`src/rtl/wide_add_seq.sv`:
```
// Multi-cycle wide adder/subtractor: one 16-bit carry-lookahead slice is
// reused for every 16-bit slice of the operands, least-significant first.
// The carry between slices is carried in a register.
//
// state | meaning
// ------+-----------------------------------------------------------
// IDLE  | waiting for operands, in_ready_o high
// RUN   | one 16-bit slice per cycle, slice index in k_q
// DONE  | result held on sum_o/cout_o/ovf_o, out_valid_o high
module wide_add_seq #(
    parameter int N_SLICES = 4,
    parameter int WIDTH    = 16 * N_SLICES
) (
    input  logic             clk_i,
    input  logic             rst_i,
    input  logic             in_valid_i,
    output logic             in_ready_o,
    input  logic [WIDTH-1:0] a_i,
    input  logic [WIDTH-1:0] b_i,
    input  logic             sub_i,
    input  logic             cin_i,
    output logic             out_valid_o,
    input  logic             out_ready_i,
    output logic [WIDTH-1:0] sum_o,
    output logic             cout_o,
    output logic             ovf_o,
    output logic             busy_o
);

    localparam int KW = (N_SLICES > 1) ? $clog2(N_SLICES) : 1;
    localparam logic [KW-1:0] K_LAST = KW'(N_SLICES - 1);

    typedef enum logic [1:0] {
        IDLE = 2'd0,
        RUN  = 2'd1,
        DONE = 2'd2
    } state_t;

    state_t           state_q, state_d;
    logic [KW-1:0]    k_q, k_d;
    logic             carry_q, carry_d;
    logic [WIDTH-1:0] a_q, a_d;
    logic [WIDTH-1:0] b_q, b_d;     // already inverted for subtraction
    logic             sub_q, sub_d;
    logic [WIDTH-1:0] sum_q, sum_d;
    logic             cout_q, cout_d;
    logic             ovf_q, ovf_d;

    // Shared slice adder operands and results
    logic [15:0] sl_a, sl_b, sl_s;
    logic        sl_co;
    logic [15:0] p, g, c;
    logic [3:0]  gp, gg;
    logic [4:0]  cg;

    logic accept;

    assign accept = (state_q == IDLE) && in_valid_i && !rst_i;

    // Select the current slice of the latched operands
    always_comb begin
        sl_a = a_q[16*k_q +: 16];
        sl_b = b_q[16*k_q +: 16];
    end

    // 16-bit carry-lookahead adder: 4-bit groups with group generate/propagate
    always_comb begin
        p  = sl_a ^ sl_b;
        g  = sl_a & sl_b;
        gp = '0;
        gg = '0;
        cg = '0;
        c  = '0;
        for (int j = 0; j < 4; j++) begin
            gp[j] = &p[4*j +: 4];
            gg[j] = g[4*j+3]
                  | (p[4*j+3] & g[4*j+2])
                  | (p[4*j+3] & p[4*j+2] & g[4*j+1])
                  | (p[4*j+3] & p[4*j+2] & p[4*j+1] & g[4*j]);
        end
        cg[0] = carry_q;
        for (int j = 0; j < 4; j++) begin
            cg[j+1] = gg[j] | (gp[j] & cg[j]);
        end
        for (int j = 0; j < 4; j++) begin
            c[4*j] = cg[j];
            for (int i = 0; i < 3; i++) begin
                c[4*j+i+1] = g[4*j+i] | (p[4*j+i] & c[4*j+i]);
            end
        end
        sl_s  = p ^ c;
        sl_co = cg[4];
    end

    // Next-state and datapath update
    always_comb begin
        state_d = state_q;
        k_d     = k_q;
        carry_d = carry_q;
        a_d     = a_q;
        b_d     = b_q;
        sub_d   = sub_q;
        sum_d   = sum_q;
        cout_d  = cout_q;
        ovf_d   = ovf_q;
        case (state_q)
            IDLE: begin
                if (accept) begin
                    a_d     = a_i;
                    b_d     = sub_i ? ~b_i : b_i;
                    sub_d   = sub_i;
                    carry_d = sub_i ? 1'b1 : cin_i;
                    k_d     = '0;
                    state_d = RUN;
                end
            end
            RUN: begin
                sum_d[16*k_q +: 16] = sl_s;
                carry_d             = sl_co;
                if (k_q == K_LAST) begin
                    cout_d  = sl_co;
                    ovf_d   = (a_q[WIDTH-1] == b_q[WIDTH-1]) &&
                              (sl_s[15] != a_q[WIDTH-1]);
                    k_d     = '0;
                    state_d = DONE;
                end else begin
                    k_d = k_q + 1'b1;
                end
            end
            DONE: begin
                if (out_ready_i) begin
                    state_d = IDLE;
                end
            end
            default: state_d = IDLE;
        endcase
    end

    // State and datapath registers with synchronous reset
    always_ff @(posedge clk_i) begin
        if (rst_i) begin
            state_q <= IDLE;
            k_q     <= '0;
            carry_q <= 1'b0;
            a_q     <= '0;
            b_q     <= '0;
            sub_q   <= 1'b0;
            sum_q   <= '0;
            cout_q  <= 1'b0;
            ovf_q   <= 1'b0;
        end else begin
            state_q <= state_d;
            k_q     <= k_d;
            carry_q <= carry_d;
            a_q     <= a_d;
            b_q     <= b_d;
            sub_q   <= sub_d;
            sum_q   <= sum_d;
            cout_q  <= cout_d;
            ovf_q   <= ovf_d;
        end
    end

    assign in_ready_o  = (state_q == IDLE) && !rst_i;
    assign out_valid_o = (state_q == DONE);
    assign busy_o      = (state_q != IDLE);
    assign sum_o       = sum_q;
    assign cout_o      = cout_q;
    assign ovf_o       = ovf_q;

endmodule

```
`config.mk`:
```
export PLATFORM = sky130hd
export DESIGN_NAME = wide_add_seq
export DESIGN_NICKNAME = d
export VERILOG_FILES = /design/src/rtl/wide_add_seq.sv
export SDC_FILE = /design/constraint.sdc
export NUM_CORES = 1
export LEC_CHECK = 0
export BUFFER_PORTS_ARGS = -buffer_cell sky130_fd_sc_hd__clkbuf_2
export CORE_AREA = 3 3 134 136
export DETAILED_ROUTE_END_ITERATION = 12
export DIE_AREA = 0 0 137 139
export PLACE_DENSITY_LB_ADDON = 0.25
export SLEW_MARGIN = 20
export SYNTH_ARGS = -nofsm -noshare
export SYNTH_HDL_FRONTEND = slang
export SYNTH_SLANG_ARGS = --single-unit
```
`constraint.sdc`:
```
create_clock -name clk_i -period 5.5 [get_ports clk_i]
set_input_delay 0.275 -clock clk_i [delete_from_list [all_inputs] [get_ports clk_i]]
set_output_delay 0.275 -clock clk_i [all_outputs]
set_load 0.05 [all_outputs]
```
Word level (Yosys, flattened, before mapping):

Index checks and enable logic that the tools add are counted.

* register bits after elaboration: 199
* word-level logic and storage cells: 118

* add/sub/neg operators: 2
* eq/ne operators: 8
* shift-type cells: 4
* mux-type cells: 12
* bitwise gates (word level): 68
* reductions and logical operators: 16

Operators with widths (number)
* 64-bit by 7-bit indexed part select with 16-bit output: 2
* 64-bit bitwise mux: 1
* 64-bit two-way mux: 1
* 64-bit NOT: 1
* 16-bit by 34-bit variable shift with 64-bit output, first input constant: 1
* 16-bit by 34-bit indexed part select with 64-bit output: 1
* 1-bit AND: 36
* 6-bit negator with 34-bit output: 1
* 16-bit bitwise XOR: 2
* 1-bit OR: 28
* 16-bit AND: 1
* 4-bit AND reduction: 4
* 2-bit two-way mux: 5
* 2-bit one-hot mux with 3 select lines: 1
* 2-bit AND reduction: 3
* 2-bit == test, second input constant: 2
* 1-bit logical AND: 4
* 2-bit inequality test, second input constant: 2
* 2-bit one-hot mux with 2 select lines: 1
* 2-bit nonzero test: 2
* 3-bit AND reduction: 1
* 2-bit by 1-bit adder with 2-bit output, second input constant: 1
* 2-bit by 1-bit == test with 1-bit output, second input constant: 1
* 2-bit logical NOT: 1
* other kinds (6): 7

Longest topological paths before layout:

Gate-level depths: netlist of the first run.

* depth in word-level cells: 20
* mapped depth: 17
* depth with buffers taken out: 14

Worst setup path before layout of the first run:

No wires, ideal clock.

* path type: register -> register
* start point: reg k_q[0]
* end point: reg ovf_q, in the netlist ovf_o
* library setup time: 91 ps
* arrival time: 3986 ps
* data required time: 5409 ps
* path slack: 1424 ps
* stages on the path, launching flop included: 17
* path buffers: 3
* period minus slack after synthesis: 4076 ps
* path through: dfxtp_1 -> buf_2 -> buf_2 -> buf_2 -> mux4_2 -> ha_1 -> a21oi_1 -> nor2_1 -> o311a_1 -> nor3b_1 -> fa_1 -> fa_1 -> inv_1 -> fa_1 -> xor2_1 -> a21oi_1 -> a311oi_1

* cells in the longest elaborated chain, start to end: 20
* elaborated cells between the ends (all ways): 48

RTL lines
* start: declaration: line 40 `logic [KW-1:0] k_q, k_d;`
* start signal: assignment: line 153 `k_q <= k_d;`
* 64-bit by 7-bit indexed part select with 16-bit output (on tied branches): line 62, 63
* 16-bit bitwise XOR / 16-bit AND (equally long branches): line 68, 69
* 1-bit AND (on tied branches): line 77, 78, 79
* 1-bit OR (tied with other cells): line 77 `| (p[4*j+3] & g[4*j+2])`
* 1-bit OR / 1-bit AND (equally long branches): line 78, 79
* 1-bit OR: line 79 `| (p[4*j+3] & p[4*j+2] & p[4*j+1] & g[4*j]);`
* 1-bit OR: line 83 `cg[j+1] = gg[j] | (gp[j] & cg[j]);`
* 1-bit AND: line 83
* [4 not listed]
* 1-bit OR: line 88 `c[4*j+i+1] = g[4*j+i] | (p[4*j+i] & c[4*j+i]);`
* 1-bit AND: line 88
* 1-bit OR: line 88
* 1-bit AND: line 88
* 1-bit OR: line 88
* 16-bit bitwise XOR: line 91 `sl_s = p ^ c;`
* 1-bit inequality test: line 123 `(sl_s[15] != a_q[WIDTH-1]);`
* 1-bit logical AND: line 122 `ovf_d = (a_q[WIDTH-1] == b_q[WIDTH-1]) &&`
* end signal: assignment: line 160 `ovf_q <= ovf_d;`
* end: declaration: line 47 `logic ovf_q, ovf_d;`

Several ways; a longest one is shown, not always the timed one.
A chain may end at the register's enable or synchronous reset.

Final worst setup path of the first run:

Ends and elaborated chain as after synthesis.

==> impl_results.md, run 1 <==
- # IOs: 203
- DRC: 0
- Critical path data arrival time: 4.86 ns
- Fraction of layout instances using a drive strength above 1: 24.9%
- Initial antenna violation count: 0
- Crit path capture type: flop
- CP peak stage delay: 0.99 ns
- Syn_nets: 1135
- CTS max path bufs: 2
- Initial DRC Count: 590
- Min Tclk post-route: 4.52 ns
- First-pass GRT wire length: 36.7 mm
- Postcts setup bufs: 0
- Hold_buf cts: 0
- Worst-skew pair later-pin latency: 0.43 ns
- Synthesis-to-finish area growth: 17.4%
- Final setup violation count: 0
- Final WL: 23.2 mm
- Setup CP Type: reg -> reg
- Routability congestion estimate: 0.848
- Drt via density: 5.45
- Core Rows: 48
- Synth top area share: 43.1%
- Placed Area: 0.0103 mm²
- Synth cell count leaders: 199 x dfxtp_1, 129 x o21ai_0, 76 x nor2_1, 72 x nand2_1, 67 x xnor2_1
- Netlist Area Pre-Place: 0.00924 mm²
- Root Buffer Master: clkbuf_16
- CTS tree: built
- VDD IR max: 0.225 mV
- Filler cells: 1446
- DIE AREA: 0.0190 mm²
- Most common cell in the synthesized netlist: dfxtp_1
- Critical path, cell by cell: buf_4, mux4_2, ha_1, a21oi_1, nor2_1, o311a_1, nor3b_1, fa_1, fa_1, inv_1, fa_1, xor2_1, a21oi_1, a311oi_1
- Cells after Synth: 967
- MaxCap Viol Count: 0
- P_leak: 0.00433 µW
- Aggregate global routing overflow: 0
- TritonCTS Buffers: 17
- Status: finished, final reports clean
- CP max stage cell: dfxtp_2
- RSZ-0062 raised after global routing: false
- Die Ht: 139 µm
- CP Launch Type: flop
- Reg2Reg Setup Slack: 0.98 ns
- Via count: 7387
- Syn avg cell area: 9.56 µm²
- Routed len/inst: 17.1 µm
- Largest net degree at the start of global routing: 129
- CP Max Fanout: 32
- FF+latch count, synth: 199
- DP HPWL: 16.6 mm
- Synth area leaders: dfxtp_1 43%, mux4_2 7.8%, o21ai_0 7.0%
- Setup TNS: 0 ns
- Max Clock Freq: 0.221 GHz
- Top_reg_cell synth: dfxtp_1
- P per Cell Area: 307 mW/mm²
- Cell mode on critical path: fa_1
- Antenna viol nets, final: 0
- CTS resizes: 0
- Port Buf Inserts: 202
- Synth area leader: dfxtp_1
- Final Cycle Share: 82.2%
- H-tree depth: 4
- Total track usage: 24.4%
- Slew at the pin closest to its max-slew limit: 1.03 ns
- YS warnings: 0
- Clk slew on worst S/H paths: 0.07 ns
- Number of distinct library cells after synthesis: 40
- Die Wd: 137 µm
- Post-layout instance area: 0.0108 mm²
- Hold WC Path Type: in -> reg
- Rel. slew slack: 31.1%
- Final Hold Viols: 0
- Vias in the first global route: 6968
- Skew final: 0.00906 ns
- DP Cell Count: 1324
- Final Non-Filler Cells: 1356
- Final net count: 1286
- TritonCTS Sinks: 199
- First drt pass iteration count: 5
- Async SR Flop Fraction: 0%
- Register area share after synthesis: 43.1%
- Worst EP required: 5.84 ns
- Number of synthesized flops with an enable pin: 0
- Slew Viols, Final: 0
- Initial Util: 54.2%
- Core area: 0.0171 mm²
- Antenna fix cells: 0
==> cell type report <==
| cell class | instances | area (µm²) | share of cell area (%) |
|---|---|---|---|
| Clock buffer | 21 | 460 | 4.24 |
| Clock inverter | 11 | 120 | 1.11 |
| Inverter | 39 | 146 | 1.35 |
| Multi-Input combinational cell | 654 | 4800 | 44.2 |
| Sequential cell | 199 | 3990 | 36.7 |
| Tap cell | 225 | 282 | 2.60 |
| Timing Repair Buffer | 207 | 1050 | 9.71 |
==> cells in the final DEF, fill, tap and decap left out, types with 3 or more instances in the layout <==
master,Yosys,routed
clkbuf_2,0,200
dfxtp_1,199,197
o21ai_0,129,129
nor2_1,76,76
nand2_1,72,71
xnor2_1,67,67
nand2b_1,65,65
a22oi_1,65,65
nand3b_1,64,64
inv_1,39,39
mux4_2,32,32
ha_1,22,22
clkbuf_16,0,17
a21oi_1,14,14
fa_1,12,12
buf_4,2,7
clkinv_2,0,5
nand4_1,4,4
nor3_1,4,4
inv_6,0,3
==> worst max-delay path, delay by kind of cell, from the launching register on <==
kind                     cells  cell delay (ns)
AO/OA/AOI/OAI                4             0.89
XOR/XNOR                     1             0.36
adder cells (fa/ha/maj)      4             1.09
buffers and inverters        2             0.39
flip-flops                   1             0.99
multiplexers                 1             0.35
AND/OR/NAND/NOR              2             0.37
==> routing by layer <==
| layer | track usage, % | vias to the layer above | part of all wire [%] |
|---|---|---|---|
| met5 | 0 | - | 0 |
| met3 | 4.83 | 21 | 6.9 |
| met4 | 5.78 | 0 | 1.2 |
| met1 | 34.5 | 3480 | 44 |
| li1 | - | 3634 | - |
| met2 | 38.9 | 252 | 48 |
==> metrics by stage <==
step / hold slack (ns) / util [%] / power [µW] / setup slack, ns
2_1_floorplan: 0.384 / - / 1950 / 1.42
3_3_place_gp: 0.459 / 60.1 / 2120 / 1.06
3_5_place_dp: 0.462 / 60.1 / 2120 / 1.01
4_1_cts: 0.0287 / 63.5 / 3350 / 0.980
5_1_grt: 0.0425 / 63.6 / 3470 / 0.562
6_report: 0.0370 / 63.6 / 3340 / 0.979
==> worst paths after layout <==
check | from | endpoint | depth (start not counted)
setup / recovery | k_q[0] | ovf_o | 14
hold / removal | a_i[28] | a_q[28] | 3
setup reg to reg | k_q[0] | ovf_o | 14
hold reg to reg | a_q[27] | a_q[27] | 2
==> kinds of logic after synthesis <==
| logic type | after synthesis | share of synthesized area, % |
|---|---|---|
| simple gates | 304 | 18.2 |
| xor+xnor | 68 | 6.44 |
| compound gates | 215 | 13.6 |
| flops | 199 | 43.1 |
| fa+ha+maj | 34 | 5.58 |
| mux | 33 | 7.91 |
| buf+inv | 114 | 5.24 |
==> where the power goes <==
group / leakage (µW) / internal [µW] / switching [µW]
combinational: 0.00241 / 211 / 296
sequential: 0.00163 / 1520 / 65.2
clock: 0.000292 / 696 / 542
==> flip-flops by register name, summed over array words and instances (netlist names) <==
name and flops:
a_q 64, b_q 64, carry_q 1, cout_o 1, k_q 2, ovf_o 1
state_q 2, sum_o 64
Power figures use the tool's default switching activity.
==> run 2: changes to the inputs <==
Settings changed: CORE_AREA 3 3 134 136 to 3 3 142 144, DIE_AREA 0 0 137 139 to 0 0 145 147.
Clock period 5.5 ns to 3.98 ns, I/O delays scaled along.
==> run 2 against run 1 <==
  * Final area is 7.2% higher
  * First-iteration DRC count down 4.6%
  * Combinational power rose by 54%
  * Die area is 12% higher
  * Fmax grew 19%
  * Final cell count grew 8.0%
  * Clock power increased by 42%
  * Sequential share of layout area decreased by 2.4 points
  * Critical path depth is 1 higher
  * Clock skew grew 0.0047 ns
  * Global-route usage down 1.1 points
  * Hold slack worse by 0.032 ns
  * Critical endpoint unchanged
==> impl_results.md, run 2 (synthesis results as in run 1) <==
- Status: finished, final reports clean
- RSZ-0062 raised after global routing: true
- Min Tclk post-route: 3.79 ns
- Critical path data arrival time: 4.12 ns
- Crit path capture type: flop
- Final net count: 1359
- Post-layout instance area: 0.0116 mm²
- Initial antenna violation count: 0
- Aggregate global routing overflow: 0
- Most common cell after layout, fill and taps aside: clkbuf_2
- Antenna fix cells: 0
- Slew Viols, Final: 0
- Worst-skew pair later-pin latency: 0.44 ns
- Commonest cells after routing, fill and taps aside: 200 x clkbuf_2, 197 x dfxtp_1, 128 x o21ai_0
- # IOs: 203
- Final WL: 24.8 mm
- Hold WC Path Type: in -> reg
- P_leak: 0.00466 µW
- TritonCTS Buffers: 17
- Synthesis-to-finish area growth: 25.8%
- CTS tree: built
- Final setup violation count: 0
- H-tree depth: 4
- Core Rows: 50
- Total track usage: 23.4%
- DIE AREA: 0.0213 mm²
- Final hold slack: 0.00477 ns
- Routability congestion estimate: 0.856
- Initial Util: 49.1%
- Final Hold Viols: 0
- Root Buffer Master: clkbuf_16
- VDD IR max: 0.313 mV
- First-pass GRT wire length: 40.2 mm
- Die Ht: 147 µm
- Setup CP Type: reg -> reg
- Fraction of layout instances using a drive strength above 1: 24.9%
- MaxCap Viol Count: 0
- Skew final: 0.0138 ns
- Max Clock Freq: 0.264 GHz
- DRC: 0
- Filler cells: 1542
- DP HPWL: 17.1 mm
- Final Power: 4720 µW
- P per Cell Area: 406 mW/mm²
- CTS max path bufs: 2
- Drt via density: 5.24
- Initial DRC Count: 563
- Vias in the first global route: 7661
- Rel. slew slack: 30.4%
- CP Max Fanout: 13
- Antenna viol nets, final: 0
- Final Cycle Share: 95.2%
- Placed Area: 0.0104 mm²
- Worst EP required: 4.32 ns
- Slew at the pin closest to its max-slew limit: 1.04 ns
- Setup TNS: 0 ns
- Routed len/inst: 17.0 µm
- Clk slew on worst S/H paths: 0.07 ns
- CP Launch Type: flop
- Largest net degree at the start of global routing: 129
- TritonCTS Sinks: 199
- Via count: 7673
- First drt pass iteration count: 5
- Die Wd: 145 µm
- Core area: 0.0188 mm²
- Port Buf Inserts: 202
run 2: layout make-up:
| cell class | instances | area, µm² | share of cell area [%] |
|---|---|---|---|
| repair buffers | 280 | 1760 | 15.2 |
| multi-input cells | 654 | 4810 | 41.3 |
| inverters | 39 | 146 | 1.26 |
| clock buffers | 19 | 453 | 3.89 |
| well taps | 260 | 325 | 2.80 |
| flip-flops and latches | 199 | 3990 | 34.3 |
| clock inverters | 13 | 144 | 1.24 |
run 2: routing by layer:
metal / up-vias / GRT usage (%) / routed length, µm
li1: 3773 / - / -
met1: 3576 / 32.3 / 11100
met2: 276 / 36.5 / 11500
met4: 0 / 8.98 / 750
met5: - / 0 / 0
met3: 48 / 4.60 / 1470
run 2: final timing paths:
check / from / endpoint / slack [ns] / cells past startpoint
worst max-delay path: k_q[1] / ovf_o / 0.19 / 15
worst min-delay path: a_i[23] / a_q[23] / 0.005 / 3
worst max register to register: k_q[1] / ovf_o / 0.19 / 15
worst min register to register: a_q[47] / a_q[47] / 0.48 / 2
run 2: timing repair:
item / 4_1_cts / 5_1_grt
hold buffers: 58 / 0
resized for setup: 0 / 4
hold endpoints to repair: 58 / 0
buffers inserted: 0 / 3
endpoints found under the setup margin: 0 / 25
run 2: power breakdown:
| group | switching, µW | internal, µW | total, µW |
|---|---|---|---|
| Sequential | 76.9 | 2110 | 2180 |
| Clock | 786 | 969 | 1760 |
| Combinational | 438 | 344 | 782 |
| Total | 1300 | 3420 | 4720 |
run 2: through the flow:
stage / setup WS (ns) / util (%) / cells
finish: 0.193 / 61.8 / 1464
global route: -0.0200 / 61.8 / 1464
CTS: 0.0398 / 61.5 / 1461
detailed placement: 0.0875 / 55.3 / 1371
global placement: 0.161 / 55.3 / 1371
floorplan: 0.0447 / - / 967
run 2: worst max-delay path, stage by stage (launching register included):
cell and delay [ns]:
dfxtp_4 0.48, buf_4 0.22, mux4_2 0.34, ha_1 0.32
a21oi_1 0.14, nor2_1 0.08, o311a_1 0.37, nor3b_1 0.26
fa_1 0.24, fa_1 0.18, inv_1 0.05, fa_1 0.40
xor2_2 0.17, nor2_1 0.11, a21oi_1 0.05, a311oi_1 0.29
==> run 3: changes to the inputs <==
Settings changed: BUFFER_PORTS_ARGS -buffer_cell sky130_fd_sc_hd__clkbuf_2 to -buffer_cell sky130_fd_sc_hd__buf_2.
==> run 3 against run 2 <==
  * Clock power about the same
  * Flip-flop and latch count unchanged
  * Combinational power is essentially flat
  * Sequential power is essentially flat
  * First-iteration DRC count down 8.2%
  * Setup slack improved by 0.060 ns
  * Hold slack better by 0.018 ns
  * Routed wire length grew 0.53%
  * Sequential share of layout area fell by 0.074 points
  * Clock skew fell by 0.0057 ns
  * Critical path depth down 3
  * Critical endpoint is now sum_o[30]
  * Largest power group unchanged
  * Highest routed layer unchanged
==> impl_results.md, run 3 (synthesis results as in run 1) <==
- Antenna viol nets, final: 0
- DP Cell Count: 1372
- Slew at the pin closest to its max-slew limit: 1.02 ns
- MaxCap Viol Count: 0
- Logic pwr share: 16.7%
- Post-layout util: 61.9%
- H-tree depth: 4
- Int Pwr: 3400 µW
- Initial DRC Count: 517
- Initial antenna violation count: 0
- Placed Area: 0.0104 mm²
- Vias in the first global route: 7741
- Sequential power share: 46.4%
- Crit path capture type: flop
- Final WL: 25.0 mm
- Initial Util: 49.1%
- Critical path data arrival time: 4.02 ns
- Start point of the critical path: k_q[0]
- First drt pass iteration count: 5
- Total track usage: 23.2%
- VDD IR max: 0.320 mV
- Port Buf Inserts: 202
- Most common cell after layout, fill and taps aside: buf_2
- Min Tclk post-route: 3.73 ns
- Die Ht: 147 µm
- Routability congestion estimate: 0.834
- Min-delay src: a_i[35]
- Setup TNS: 0 ns
- CP Launch Type: flop
- Final Cycle Share: 93.7%
- GRT met3 Usage: 5.74%
- # IOs: 203
- Final Non-Filler Cells: 1467
- DRC: 0
- Dpl ws: 0.0844 ns
- Final Hold Viols: 0
- CTS tree: built
- Die Wd: 145 µm
- Max Clock Freq: 0.268 GHz
- TritonCTS Sinks: 199
- CP Max Fanout: 13
- P per Cell Area: 403 mW/mm²
- P_leak: 0.00470 µW
- Net Sw Frac: 27.6%
- Critical path capture point: sum_o[30]
- Slew Viols, Final: 0
- Commonest cells after routing, fill and taps aside: 200 x buf_2, 197 x dfxtp_1, 128 x o21ai_0
- Clk slew on worst S/H paths: 0.07 ns
- TritonCTS Buffers: 17
- Worst EP required: 4.27 ns
- First-pass GRT wire length: 40.0 mm
- RSZ-0062 raised after global routing: false
- Hold WC Path Type: in -> reg
- Reg2Reg Depth: 12
- Worst-skew pair later-pin latency: 0.44 ns
- GR Util met2: 38.1%
- Synthesis-to-finish area growth: 26.1%
- Aggregate global routing overflow: 0
- P_sw: 1300 µW
- CTS max path bufs: 2
- Setup CP Type: reg -> reg
- DP HPWL: 17.1 mm
- Met1 usage: 30.4%
- Reg2reg start: k_q[0]
- Reg2Reg Setup Slack: 0.25 ns
- Core area: 0.0188 mm²
- Status: finished, final reports clean
- Routed len/inst: 17.0 µm
- Via count: 7658
- Root Buffer Master: clkbuf_16
- DIE AREA: 0.0213 mm²
- Fraction of layout instances using a drive strength above 1: 24.9%
- Skew final: 0.00808 ns
- Busiest layer in global routing: met2
- Core Rows: 50
- Setup ws final: 0.252 ns
- Post-layout instance area: 0.0117 mm²
- Final setup violation count: 0
- Rel. slew slack: 32.0%
- Largest net degree at the start of global routing: 129
- Worst reg2reg path endpoint: sum_o[30]
- Drt via density: 5.22
- Final net count: 1361
- Clock share of power: 36.8%
-- run 3: worst min-delay path by stage --
stage,end,slack (ns),depth (start not counted)
floorplan,a_q[0],0.31,2
global route,a_q[35],0.03,3
CTS,a_q[12],0.005,3
finish,a_q[35],0.02,3
detailed placement,a_q[44],0.40,3
global placement,a_q[47],0.39,3
-- run 3: power groups by stage --
stage          Combinational [µW]  Clock (µW)  Sequential, µW
2_1_floorplan                 472           0            2220
3_3_place_gp                  719           0            2220
4_1_cts                       780        1750            2180
3_5_place_dp                  730           0            2230
5_1_grt                       865        1840            2190
6_report                      785        1730            2180
-- run 3: critical path: stages, from the launching register on --
cell	delay, ns
dfxtp_4	0.45
buf_12	0.18
mux4_2	0.55
ha_1	0.39
nand2_1	0.07
o21a_1	0.22
nor3b_2	0.17
fa_1	0.37
fa_1	0.39
inv_1	0.08
fa_1	0.46
a22oi_1	0.18
nor2_1	0.05
-- run 3: final cells by class --
cell class,count,area (µm²)
clock inverters,14,146
well taps,260,325
inverters,39,146
multi-input cells,654,4820
clock buffers,18,439
repair buffers,282,1780
diodes,1,2.50
fillers,1599,7180
flip-flops and latches,199,3990
-- run 3: metrics by stage --
stage	total power (µW)	hold slack, ns
CTS	4710	0.00519
finish	4700	0.0225
global placement	2940	0.395
detailed placement	2960	0.400
global route	4890	0.0317
floorplan	2700	0.308
-- run 3: metal layers --
layer  wire [µm]  part of all wire [%]
met3        1550                   6.2
met1       10900                    44
met4         653                   2.6
met5           0                     0
met2       11800                    47
-- run 3: timing repair --
| item | CTS | global route |
|---|---|---|
| endpoints found under the setup margin | 0 | 20 |
| gates resized for setup | 0 | 5 |
| hold buffers | 62 | 0 |
| endpoints found under the hold margin | 62 | 0 |
| buffers inserted | 0 | 0 |
